File: src/rtl/tdm_demux_pkg.sv
`default_nettype none
// ============================================================================
// Module      : tdm_demux_pkg
// Description : Shared types, defaults and helpers for the TDM demultiplexer.
// Revision    : 1.0 - initial release
// ============================================================================
package tdm_demux_pkg;

    typedef enum logic [0:0] {
        HUNT    = 1'b0,
        COLLECT = 1'b1
    } state_t;

    localparam int DEF_CHANNELS = 8;
    localparam int DEF_WIDTH    = 1;

    // Bit offset of a slot inside a packed frame
    function automatic int slot_lsb(input int slot, input int width);
        return slot * width;
    endfunction

endpackage : tdm_demux_pkg
`default_nettype wire

File: src/rtl/tdm_slot_counter.sv
`default_nettype none
// ============================================================================
// Module      : tdm_slot_counter
// Description : Slot select counter with clear / load-to-1 / increment.
// Revision    : 1.0 - initial release
// ============================================================================
module tdm_slot_counter #(
    parameter int CHANNELS = 8,
    parameter int SEL_W    = 3
) (
    input  logic             clk,
    input  logic             rst,
    input  logic             i_clr,
    input  logic             i_load1,
    input  logic             i_inc,
    output logic [SEL_W-1:0] o_sel,
    output logic             o_last
);

    logic [SEL_W-1:0] r_sel;

    // CHANNELS is a power of two, so increment wraps to 0 after the last slot
    always_ff @(posedge clk or posedge rst) begin
        if (rst) begin
            r_sel <= '0;
        end else if (i_clr) begin
            r_sel <= '0;
        end else if (i_load1) begin
            r_sel <= SEL_W'(1);
        end else if (i_inc) begin
            r_sel <= r_sel + 1'b1;
        end
    end

    assign o_sel  = r_sel;
    assign o_last = (r_sel == SEL_W'(CHANNELS - 1));

endmodule : tdm_slot_counter
`default_nettype wire

File: src/rtl/tdm_demux8.sv
`default_nettype none
// ============================================================================
// Module      : tdm_demux8
// Description : 1-to-8 TDM demultiplexer with frame-marker alignment.
// Revision    : 1.0 - initial release
// ============================================================================
module tdm_demux8
    import tdm_demux_pkg::*;
#(
    parameter int WIDTH    = DEF_WIDTH,
    parameter int CHANNELS = DEF_CHANNELS,
    parameter int SEL_W    = 3,
    parameter int CNT_W    = 8
) (
    input  logic                      clk,
    input  logic                      reset,
    input  logic [WIDTH-1:0]          dataIn,
    input  logic                      inValid,
    input  logic                      frameStart,
    output logic [CHANNELS*WIDTH-1:0] dataOut,
    output logic                      outValid,
    output logic [SEL_W-1:0]          selectLine,
    output logic                      syncErr,
    output logic                      locked,
    output logic [CNT_W-1:0]          frameCnt
);

    state_t                    r_state;
    state_t                    w_state_nxt;
    logic [CHANNELS*WIDTH-1:0] r_shadow;
    logic [CHANNELS*WIDTH-1:0] r_data_out;
    logic                      r_out_valid;
    logic                      r_sync_err;
    logic [CNT_W-1:0]          r_frame_cnt;

    logic [SEL_W-1:0]          w_sel;
    logic                      w_last;
    logic                      w_sel_zero;
    logic [SEL_W-1:0]          w_wr_idx;
    logic                      w_ctr_clr;
    logic                      w_ctr_load1;
    logic                      w_ctr_inc;
    logic                      w_shadow_we;
    logic                      w_publish;
    logic                      w_sync_err;

    tdm_slot_counter #(
        .CHANNELS (CHANNELS),
        .SEL_W    (SEL_W)
    ) u_slot_counter (
        .clk     (clk),
        .rst     (reset),
        .i_clr   (w_ctr_clr),
        .i_load1 (w_ctr_load1),
        .i_inc   (w_ctr_inc),
        .o_sel   (w_sel),
        .o_last  (w_last)
    );

    assign w_sel_zero = (w_sel == '0);
    assign w_wr_idx   = frameStart ? '0 : w_sel;

    always_ff @(posedge clk or posedge reset) begin
        if (reset) begin
            r_state <= HUNT;
        end else begin
            r_state <= w_state_nxt;
        end
    end

    always_comb begin
        w_state_nxt = r_state;
        if (inValid) begin
            case (r_state)
                HUNT:    if (frameStart) w_state_nxt = COLLECT;
                COLLECT: if (!frameStart && w_sel_zero) w_state_nxt = HUNT;
                default: w_state_nxt = HUNT;
            endcase
        end
    end

    // An early marker restarts the frame in place rather than dropping lock
    always_comb begin
        w_ctr_clr   = 1'b0;
        w_ctr_load1 = 1'b0;
        w_ctr_inc   = 1'b0;
        w_shadow_we = 1'b0;
        w_publish   = 1'b0;
        w_sync_err  = 1'b0;
        if (inValid) begin
            case (r_state)
                HUNT: begin
                    if (frameStart) begin
                        w_ctr_load1 = 1'b1;
                        w_shadow_we = 1'b1;
                    end
                end
                COLLECT: begin
                    if (frameStart) begin
                        w_ctr_load1 = 1'b1;
                        w_shadow_we = 1'b1;
                        w_sync_err  = !w_sel_zero;
                    end else if (w_sel_zero) begin
                        w_sync_err  = 1'b1;
                        w_ctr_clr   = 1'b1;
                    end else if (w_last) begin
                        w_publish   = 1'b1;
                        w_ctr_inc   = 1'b1;
                    end else begin
                        w_shadow_we = 1'b1;
                        w_ctr_inc   = 1'b1;
                    end
                end
                default: ;
            endcase
        end
    end

    always_ff @(posedge clk or posedge reset) begin
        if (reset) begin
            r_shadow    <= '0;
            r_data_out  <= '0;
            r_out_valid <= 1'b0;
            r_sync_err  <= 1'b0;
            r_frame_cnt <= '0;
        end else begin
            r_out_valid <= w_publish;
            r_sync_err  <= w_sync_err;
            if (w_shadow_we) begin
                r_shadow[slot_lsb(int'(w_wr_idx), WIDTH) +: WIDTH] <= dataIn;
            end
            if (w_publish) begin
                r_data_out  <= {dataIn, r_shadow[(CHANNELS-1)*WIDTH-1:0]};
                r_frame_cnt <= r_frame_cnt + 1'b1;
            end
        end
    end

    assign dataOut    = r_data_out;
    assign outValid   = r_out_valid;
    assign selectLine = w_sel;
    assign syncErr    = r_sync_err;
    assign locked     = (r_state == COLLECT);
    assign frameCnt   = r_frame_cnt;

endmodule : tdm_demux8
`default_nettype wire

File: config.mk
export PLATFORM = sky130hd
export DESIGN_NAME = tdm_demux8
export DESIGN_NICKNAME = d
export VERILOG_FILES = /design/src/rtl/tdm_demux_pkg.sv /design/src/rtl/tdm_slot_counter.sv /design/src/rtl/tdm_demux8.sv
export SDC_FILE = /design/constraint.sdc
export NUM_CORES = 1
export LEC_CHECK = 0
export CAP_MARGIN = 20
export CORE_ASPECT_RATIO = 2
export CORE_MARGIN = 2
export CORE_UTILIZATION = 51
export DETAILED_ROUTE_END_ITERATION = 10
export GPL_TIMING_DRIVEN = 0
export MAX_ROUTING_LAYER = met4
export PLACE_DENSITY_LB_ADDON = 0.12
export SLEW_MARGIN = 10
export SYNTH_ARGS = -nofsm -noshare
export SYNTH_HDL_FRONTEND = slang
export SYNTH_SLANG_ARGS = --single-unit
export TNS_END_PERCENT = 10
File: constraint.sdc
create_clock -name clk -period 2.88 [get_ports clk]
set_clock_uncertainty 0.1 [all_clocks]
set_input_delay 0.432 -clock clk [delete_from_list [all_inputs] [get_ports clk]]
set_output_delay 0.432 -clock clk [all_outputs]
set_load 0.1 [all_outputs]
==> results.cfg <==
[routing]
first_pass_iters = 4
num_vias = 1137
via_per_inst = 5.52
drcViolationCount = 0
antenna_left = 0
drt_iter0_markers = 10
wirelength_um = 3200
post_drt_wl_per_cell_um = 15.5

[layout]
num-nets-final = 189
multiInputGateArea_um2 = 684
final_cell_mix = nand2_1, dfrtp_1, clkdlybuf4s50_1
nFillCells = 213
seqCellArea_um2 = 727
finalNonFillerCells = 206
drive_gt1_frac = 0.119
syn2layout_area_growth_pct = 32.0
final_common_cell = nand2_1
antennaDiodeCount = 0

[grt]
grt_pass1_vias = 1177
grt_overflow = 0
grt_first_pass_wirelength_um = 5310
antenna_found_initial = 0
track_usage = 0.223
grt_max_degree = 30

[worst_setup_path]
crit_required_ps = 2940
cp_num_buf_inv = 4
path_depth = 10
worst-r2r-cell-count = 8
max_stage_delay_ps = 420
critPathLaunchType = input pin
cp_top_family = buffers and inverters
end_kind = register
cpMostUsedCell = inv_1
crit_chain = clkdlybuf4s50_1, buf_2, nor2b_2, inv_1, ha_1, ha_4, inv_1, or3_4, a211oi_2, mux2_1
crit_arrival_ps = 2840
slowest_stage = clkdlybuf4s50_1
r2r_end = r_shadow[4]
worst-setup-path-type = input pin to register
cp_max_fo = 10
reg2reg_slack_ps = 440
r2r-start = u_slot_counter.o_sel[0]

[hold_path]
hold_path.class = input pin to asynchronous set/reset pin

[sta]
finalHoldViolations = 0
min_period_ps = 2780
finalSetupTns_ps = 0
tightest_slew_ps = 973
rsz0062_at_grt = no
slew_headroom = 0.349
slew_viol_final = 0
clock.fmax_mhz = 359
final.period_utilization = 0.966
finalSetupViolCount = 0

[synth]
ys_ff_latch = 29
syn_area_per_cell_um2 = 10.2
syn_inst = 141
yosys_warnings = 0
syn_area_um2 = 1440
yosysSeqAreaShare = 0.506
synth_nets = 154
yosysUniqueCellTypes = 33

[cts]
worstSkewPairLatency_ps = 280
cts_tree = built
clkSinkCount = 29
clockBufferDepth = 2
cts_root_buffer = clkbuf_8
cts_max_level = 2
clkTransAtPathRegs_ps = 60
numCtsBuffers = 5

[job]
drv_cap = 0

[floorplanning]
die_y_um = 79.0
dieArea_um2 = 3280
start_util = 0.531
die_w_um = 41.5
coreArea_um2 = 2700
std_cell_rows = 27
num_io_pins = 27

[pwr]
power_density_nw_per_um2 = 1020
peakVddDrop_v = 0.000689
p_leak_nw = 0.897

[placement]
gp_congestion = 0.852
place_inst = 196
hpwl_um = 2420
port_buffers = 26

[run_status]
status = complete, no violations
worst reg2reg max path, delay by kind of cell, from the launching register on:
family	cells	cell delay, ps
mux	1	340
compound gates	1	210
fa+ha+maj	2	540
flops	1	400
simple gates	2	610
buf+inv	2	120
logic make-up (layout without fill, tap and decap cells):
| logic type | after synthesis | count (layout) | synth area share |
|---|---|---|---|
| xor gates and xnor gates | 7 | 7 | 0.0427 |
| adders and majority gates | 8 | 8 | 0.0697 |
| AOI/OAI and AO/OA | 15 | 15 | 0.0697 |
| buffers and inverters | 13 | 49 | 0.0340 |
| muxes | 8 | 8 | 0.0654 |
| and+or+nand+nor | 61 | 61 | 0.213 |
| DFF | 29 | 29 | 0.506 |
metal layers:
metal / GRT usage / part of all wire
met3: 0.0477 / 0.034
met4: 0.139 / 0.033
met2: 0.416 / 0.58
met1: 0.193 / 0.35
met5: - / 0
cell usage after synthesis (all sizes together):
cell type	instances	area share
nand2	35	0.092
or3	1	0.0078
and2	1	0.0044
a22oi	1	0.0052
nor3b	1	0.0052
dfrtp	29	0.51
a31oi	1	0.0044
nor3	1	0.0070
nand4	4	0.017
nor2	4	0.010
nand4b	1	0.0061
nor4	2	0.0087
nor2b	2	0.0087
or4	1	0.0052
nor4b	1	0.010
a211oi	1	0.0087
a21o	2	0.010
mux2	8	0.065
o31a	1	0.0061
o211ai	1	0.0052
nand3	2	0.0070
a21oi	4	0.014
xnor2	7	0.043
a21boi	1	0.0052
inv	9	0.024
nand3b	1	0.0052
clkbuf	4	0.010
ha	8	0.070
and3	2	0.0087
o21ai	3	0.010
nand2b	2	0.0087
power breakdown:
group	internal (W)	switching (W)	leakage [nW]
clock network	0.000215	0.000147	0.0542
logic	0.000281	0.000688	0.458
registers	0.000504	0.0000888	0.385
total	0.00100	0.000923	0.897
timing repair:
action	in CTS	in global routing
setup endpoints to repair	5	5
pin swaps	0	0
buffers inserted	1	0
resized for setup	3	2
hold buffers	0	0
hold endpoints to repair	0	0
metrics by stage:
step           setup slack, ps   util  area [um2]  power (W)  hold slack (ps)
6_report                  97.2  0.701        1890    0.00192              267
5_1_grt                   43.8  0.701        1890    0.00203              263
4_1_cts                   43.5  0.686        1850    0.00192              371
3_5_place_dp              -498  0.641        1730    0.00153              356
3_3_place_gp              -436  0.641        1730    0.00150              344
2_1_floorplan              104      -        1440    0.00130              332
state kept, by name, summed over array words and instances (netlist names):
register / flops
dataOut: 8
frameCnt: 8
r_shadow: 7
u_slot_counter.o_sel: 3
locked: 1
outValid: 1
syncErr: 1
area by class of cell:
type | count | area share
plain buffers | 4 | 0.00859
clock buffers | 7 | 0.0509
clock inverters | 1 | 0.00264
inverters | 9 | 0.0178
multi-input cells | 99 | 0.361
flip-flops and latches | 29 | 0.384
well taps | 29 | 0.0192
repair buffers | 28 | 0.156
how the worst max path moves through the flow:
stage | from | to | slack [ps]
2_1_floorplan | u_slot_counter.o_sel[1] | r_shadow[4] | 100
3_3_place_gp | frameStart | r_shadow[0] | -440
3_5_place_dp | frameStart | r_shadow[0] | -500
4_1_cts | frameStart | r_shadow[4] | 40
5_1_grt | frameStart | r_shadow[4] | 40
6_report | frameStart | r_shadow[4] | 100
(Power assumes the default switching activity.)
